File: config.mk
export PLATFORM = sky130hd
export DESIGN_NAME = serial_adder_4bit
export DESIGN_NICKNAME = d
export VERILOG_FILES = /design/src/rtl/serial_adder_4bit.sv
export SDC_FILE = /design/constraint.sdc
export NUM_CORES = 1
export LEC_CHECK = 0
export CELL_PAD_IN_SITES_DETAIL_PLACEMENT = 0
export CELL_PAD_IN_SITES_GLOBAL_PLACEMENT = 2
export CORE_UTILIZATION = 36
export CTS_BUF_LIST = sky130_fd_sc_hd__clkbuf_4 sky130_fd_sc_hd__clkbuf_8
export CTS_CLUSTER_DIAMETER = 30
export CTS_CLUSTER_SIZE = 14
export DETAILED_ROUTE_END_ITERATION = 8
export GPL_TIMING_DRIVEN = 0
export PLACE_DENSITY_LB_ADDON = 0.12
export SKIP_CTS_REPAIR_TIMING = 1
export SLEW_MARGIN = 25
export SYNTH_ARGS = -nofsm -noshare
export SYNTH_HDL_FRONTEND = slang
export SYNTH_SLANG_ARGS = --single-unit
File: constraint.sdc
create_clock -name clk -period 1.8 [get_ports clk]
set_input_delay 0.45 -clock clk [delete_from_list [all_inputs] [get_ports clk]]
set_output_delay 0.45 -clock clk [all_outputs]
set_load 0.03 [all_outputs]
File: src/rtl/serial_adder_4bit.sv
// Bit-serial adder: one full-adder slice consumes the operands LSB-first, WIDTH+1 cycles from Start to Done.
// Define SERIAL_ADDER_OVERFLOW_EN to add the registered signed-overflow output.

module serial_adder_4bit #(
    parameter int WIDTH = 4
) (
    input  logic             clk,
    input  logic             rst,
    input  logic             start,
    input  logic [WIDTH-1:0] a,
    input  logic [WIDTH-1:0] b,
    input  logic             carry_in,
    output logic             busy,
    output logic             done,
    output logic [WIDTH-1:0] sum,
    output logic             carry_out
`ifdef SERIAL_ADDER_OVERFLOW_EN
    ,
    output logic             overflow
`endif
);

    localparam int CNT_W = $clog2(WIDTH + 1);

    typedef enum logic [1:0] {
        IDLE,
        RUN,
        DONE
    } state_t;

    state_t           state;
    state_t           state_next;

    logic [WIDTH-1:0] a_sr;
    logic [WIDTH-1:0] b_sr;
    logic             carry_q;
    logic [CNT_W-1:0] cnt;

    logic             capture;
    logic             shift;
    logic             last_bit;

    logic             ha0_sum;
    logic             ha0_carry;
    logic             ha1_sum;
    logic             ha1_carry;
    logic             bit_sum;
    logic             bit_carry;

    // Full-adder slice: two half adders chained, their carries merged by an OR.
    serial_adder_half_adder u_ha0 (
        .x     (a_sr[0]),
        .y     (b_sr[0]),
        .s     (ha0_sum),
        .c     (ha0_carry)
    );

    serial_adder_half_adder u_ha1 (
        .x     (ha0_sum),
        .y     (carry_q),
        .s     (ha1_sum),
        .c     (ha1_carry)
    );

    assign bit_sum   = ha1_sum;
    assign bit_carry = ha0_carry | ha1_carry;

    // The slice is processing the MSB, so this RUN edge completes the operation.
    assign last_bit  = (cnt == CNT_W'(WIDTH - 1));

    // NOTE: sequential state uses non-blocking assignments so every flop samples pre-edge values.
    always_ff @(posedge clk or posedge rst) begin
        if (rst) begin
            state <= IDLE;
        end else begin
            state <= state_next;
        end
    end

    // NOTE: every output of this block gets a default first, so no path can infer a latch.
    always_comb begin
        state_next = state;
        capture    = 1'b0;
        shift      = 1'b0;
        busy       = 1'b0;
        done       = 1'b0;
        unique case (state)
            IDLE: begin
                if (start) begin
                    capture    = 1'b1;
                    state_next = RUN;
                end
            end
            RUN: begin
                busy  = 1'b1;
                shift = 1'b1;
                if (last_bit) begin
                    state_next = DONE;
                end
            end
            DONE: begin
                done       = 1'b1;
                state_next = IDLE;
            end
            default: begin
                state_next = IDLE;
            end
        endcase
    end

    always_ff @(posedge clk or posedge rst) begin
        if (rst) begin
            a_sr      <= '0;
            b_sr      <= '0;
            carry_q   <= 1'b0;
            cnt       <= '0;
            sum       <= '0;
            carry_out <= 1'b0;
`ifdef SERIAL_ADDER_OVERFLOW_EN
            overflow  <= 1'b0;
`endif
        end else if (capture) begin
            a_sr    <= a;
            b_sr    <= b;
            carry_q <= carry_in;
            cnt     <= '0;
            sum     <= '0;
        end else if (shift) begin
            a_sr    <= a_sr >> 1;
            b_sr    <= b_sr >> 1;
            carry_q <= bit_carry;
            sum     <= {bit_sum, sum[WIDTH-1:1]};
            cnt     <= cnt + 1'b1;
            if (last_bit) begin
                carry_out <= bit_carry;
`ifdef SERIAL_ADDER_OVERFLOW_EN
                // Signed overflow: carry into the MSB differs from carry out of it.
                overflow  <= carry_q ^ bit_carry;
`endif
            end
        end
    end

endmodule

module serial_adder_half_adder (
    input  logic x,
    input  logic y,
    output logic s,
    output logic c
);

    assign s = x ^ y;
    assign c = x & y;

endmodule

==> results.ini <==
[clock_tree]
clock_sink_count=19
cts_tree=done
cts_buffers=3
cts_root_buf=clkbuf_4
clockBufferDepth=2
clkLatencyLatePin_ns=0.29
clk_pin_slew_worst_paths_ns=0.10
h-tree-depth=1

[die]
start_util=0.390
dieArea_um2=2670
ios=19
coreArea_um2=2280
die_h_um=51.6
rows=17
fp.dieW_um=51.6

[yosys]
synth.avg_cell_area_um2=11.7
synthFlopType=dfrtp_1
yosys_warnings=0
synth.net_count=91
synth_common_cells=19 x dfrtp_1, 11 x inv_1, 7 x nor2_1, 7 x nor3b_1
yosys.area.top_type_share=0.536
synth-edff-count=0
yosysSeqAreaShare=0.536
synthesis.area_um2=887
yosysMostFrequentCell=dfrtp_1
async_flop_share=1.00
synthDistinctLibCells=22
yosysTopAreaCell=dfrtp_1
synth_top_cells_by_area=dfrtp_1 54%, nor3b_1 5.9%, a221oi_1 5.9%
syn_inst=76
ys_ff_latch=19

[global_routing]
grt_start_max_net_pins=20
grt_overflow=0
antenna_found_initial=0
grt.total_usage=0.150
grt_pass1_wl_um=2930
grt_pass1_vias=632

[place]
dpl.cell_count=122
pre_cts_slack_ns=-0.156
place_congestion=0.714
io_buffers=18
hpwl_um=1220

[sta]
period_share=0.960
max_slew_margin=0.524
worst_pin_slew_ns=0.713
hold_ws_ns=0.499
setup_viol=0
period_needed_ns=1.73
setup_ws_ns=0.0724
fmax_mhz=579
skew_ns=0.00120
report.final.slew_viol_count=0
final_hold_viol_count=0
rsz0062_at_grt=true

[power]
power.density_nw_per_um2=1720
p_leak_nw=0.586
peakVddDrop_uv=958

[worst_setup_path]
start_kind=flip-flop
cpLargestDelayFamily=flip-flops
worstSetupStartpoint=state[1]
crit_top_cell=buf_6
critPathMaxStageDelay_ns=0.39
cp-end-kind=output pin
path_buf_inv=3
worstPathMaxFanout=9
path_class=reg2out
cp.required_ns=1.35
crit_slowest_cell=dfrtp_1
crit_chain=buf_6, nand2b_2, inv_4, buf_6
worstReg2RegStart=carry_q
cp.arrival_ns=1.28

[detailed_routing]
drt_iter0_drc=7
wirelength_um=1680
via_per_inst=5.03
drc=0
wl_per_cell_um=13.4
first_pass_iters=4
routed.top_layer=met4
vias=634
wl_met3_um=61
ant_nets=0
met1_length_um=847
wl_met2_um=764

[finish]
n_antenna_cell=0
nFillCells=213
nets=114
drive_gt1_frac=0.143
final_cells=126
area_growth_pct=29.2

[worst_hold_path]
hp-start=cnt[2]
holdCritPathClass=reg2reg

[run_status]
status=completed

[run]
cap_violations=0

==> where the power goes <==
| group | total (mW) | internal (mW) | switching, mW |
|---|---|---|---|
| clock | 0.210 | 0.0826 | 0.127 |
| combinational | 1.03 | 0.487 | 0.545 |
| sequential | 0.727 | 0.622 | 0.106 |
==> registers in the layout (all words and copies together), names as in the netlist <==
register and cells:
state 2, b_sr 4, carry_out 1, cnt 3, sum 4, a_sr 4
carry_q 1
==> cell families after synthesis <==
kind of cell / after synthesis / synth area share
DFF: 19 / 0.536
and+or+nand+nor: 18 / 0.121
AOI/OAI and AO/OA: 17 / 0.176
buffers and inverters: 17 / 0.0917
adders and majority gates: 3 / 0.0508
muxes: 2 / 0.0240
==> metal layers <==
metal | global-route usage | up-vias
met1 | 0.215 | 305
li1 | - | 318
met5 | 0 | -
met4 | 0.0766 | 0
met2 | 0.214 | 9
met3 | 0.0292 | 2
==> final cells by class <==
type / count / area, µm² / share of cell area
Clock buffer: 3 / 22.5 / 0.0197
Multi-Input combinational cell: 40 / 330 / 0.288
Sequential cell: 19 / 475 / 0.415
Clock inverter: 1 / 5.00 / 0.00437
Inverter: 12 / 47.5 / 0.0415
Tap cell: 28 / 35.0 / 0.0306
Buffer: 5 / 38.8 / 0.0338
Timing Repair Buffer: 18 / 191 / 0.167
==> metrics by stage <==
step / area [µm²] / power [mW] / setup TNS, ns / utilization
2_1_floorplan: 887 / 1.45 / 0 / -
3_3_place_gp: 1100 / 1.75 / -0.259 / 0.484
3_5_place_dp: 1100 / 1.77 / -0.281 / 0.484
4_1_cts: 1130 / 1.99 / -1.06 / 0.496
5_1_grt: 1150 / 2.14 / -0.0252 / 0.504
6_report: 1150 / 1.97 / 0 / 0.504
==> worst paths after layout <==
| path | end | slack, ns | cells past startpoint |
|---|---|---|---|
| setup reg to reg | carry_q | 0.55 | 3 |
| hold reg to reg | cnt[2] | 0.50 | 1 |
| hold / removal | cnt[2] | 0.50 | 1 |
| max in group asynchronous | state[0] | 0.79 | 2 |
| setup / recovery | busy | 0.07 | 4 |
| min in group asynchronous | state[1] | 0.56 | 2 |
==> placed cells by master (no fill, tap or decap) <==
cell type | Yosys | final
fa_1 | 1 | 1
mux2_2 | 1 | 1
ha_1 | 2 | 2
a222oi_1 | 1 | 1
mux2i_1 | 1 | 1
inv_4 | 0 | 1
buf_4 | 0 | 2
clkbuf_2 | 1 | 1
nor2_1 | 7 | 7
a22o_1 | 6 | 6
nand3b_1 | 1 | 1
nand2b_2 | 1 | 1
clkdlybuf4s50_1 | 0 | 11
clkbuf_1 | 1 | 1
a21oi_1 | 1 | 1
o21bai_4 | 1 | 1
inv_1 | 11 | 11
dlymetal6s2s_1 | 0 | 5
dfrtp_1 | 19 | 19
o2bb2ai_1 | 2 | 2
buf_6 | 2 | 3
nor2b_1 | 2 | 2
nor3b_1 | 7 | 7
clkinv_2 | 0 | 1
a221oi_1 | 6 | 6
clkbuf_4 | 0 | 3
Note: power is estimated with default switching activity, not from simulation.
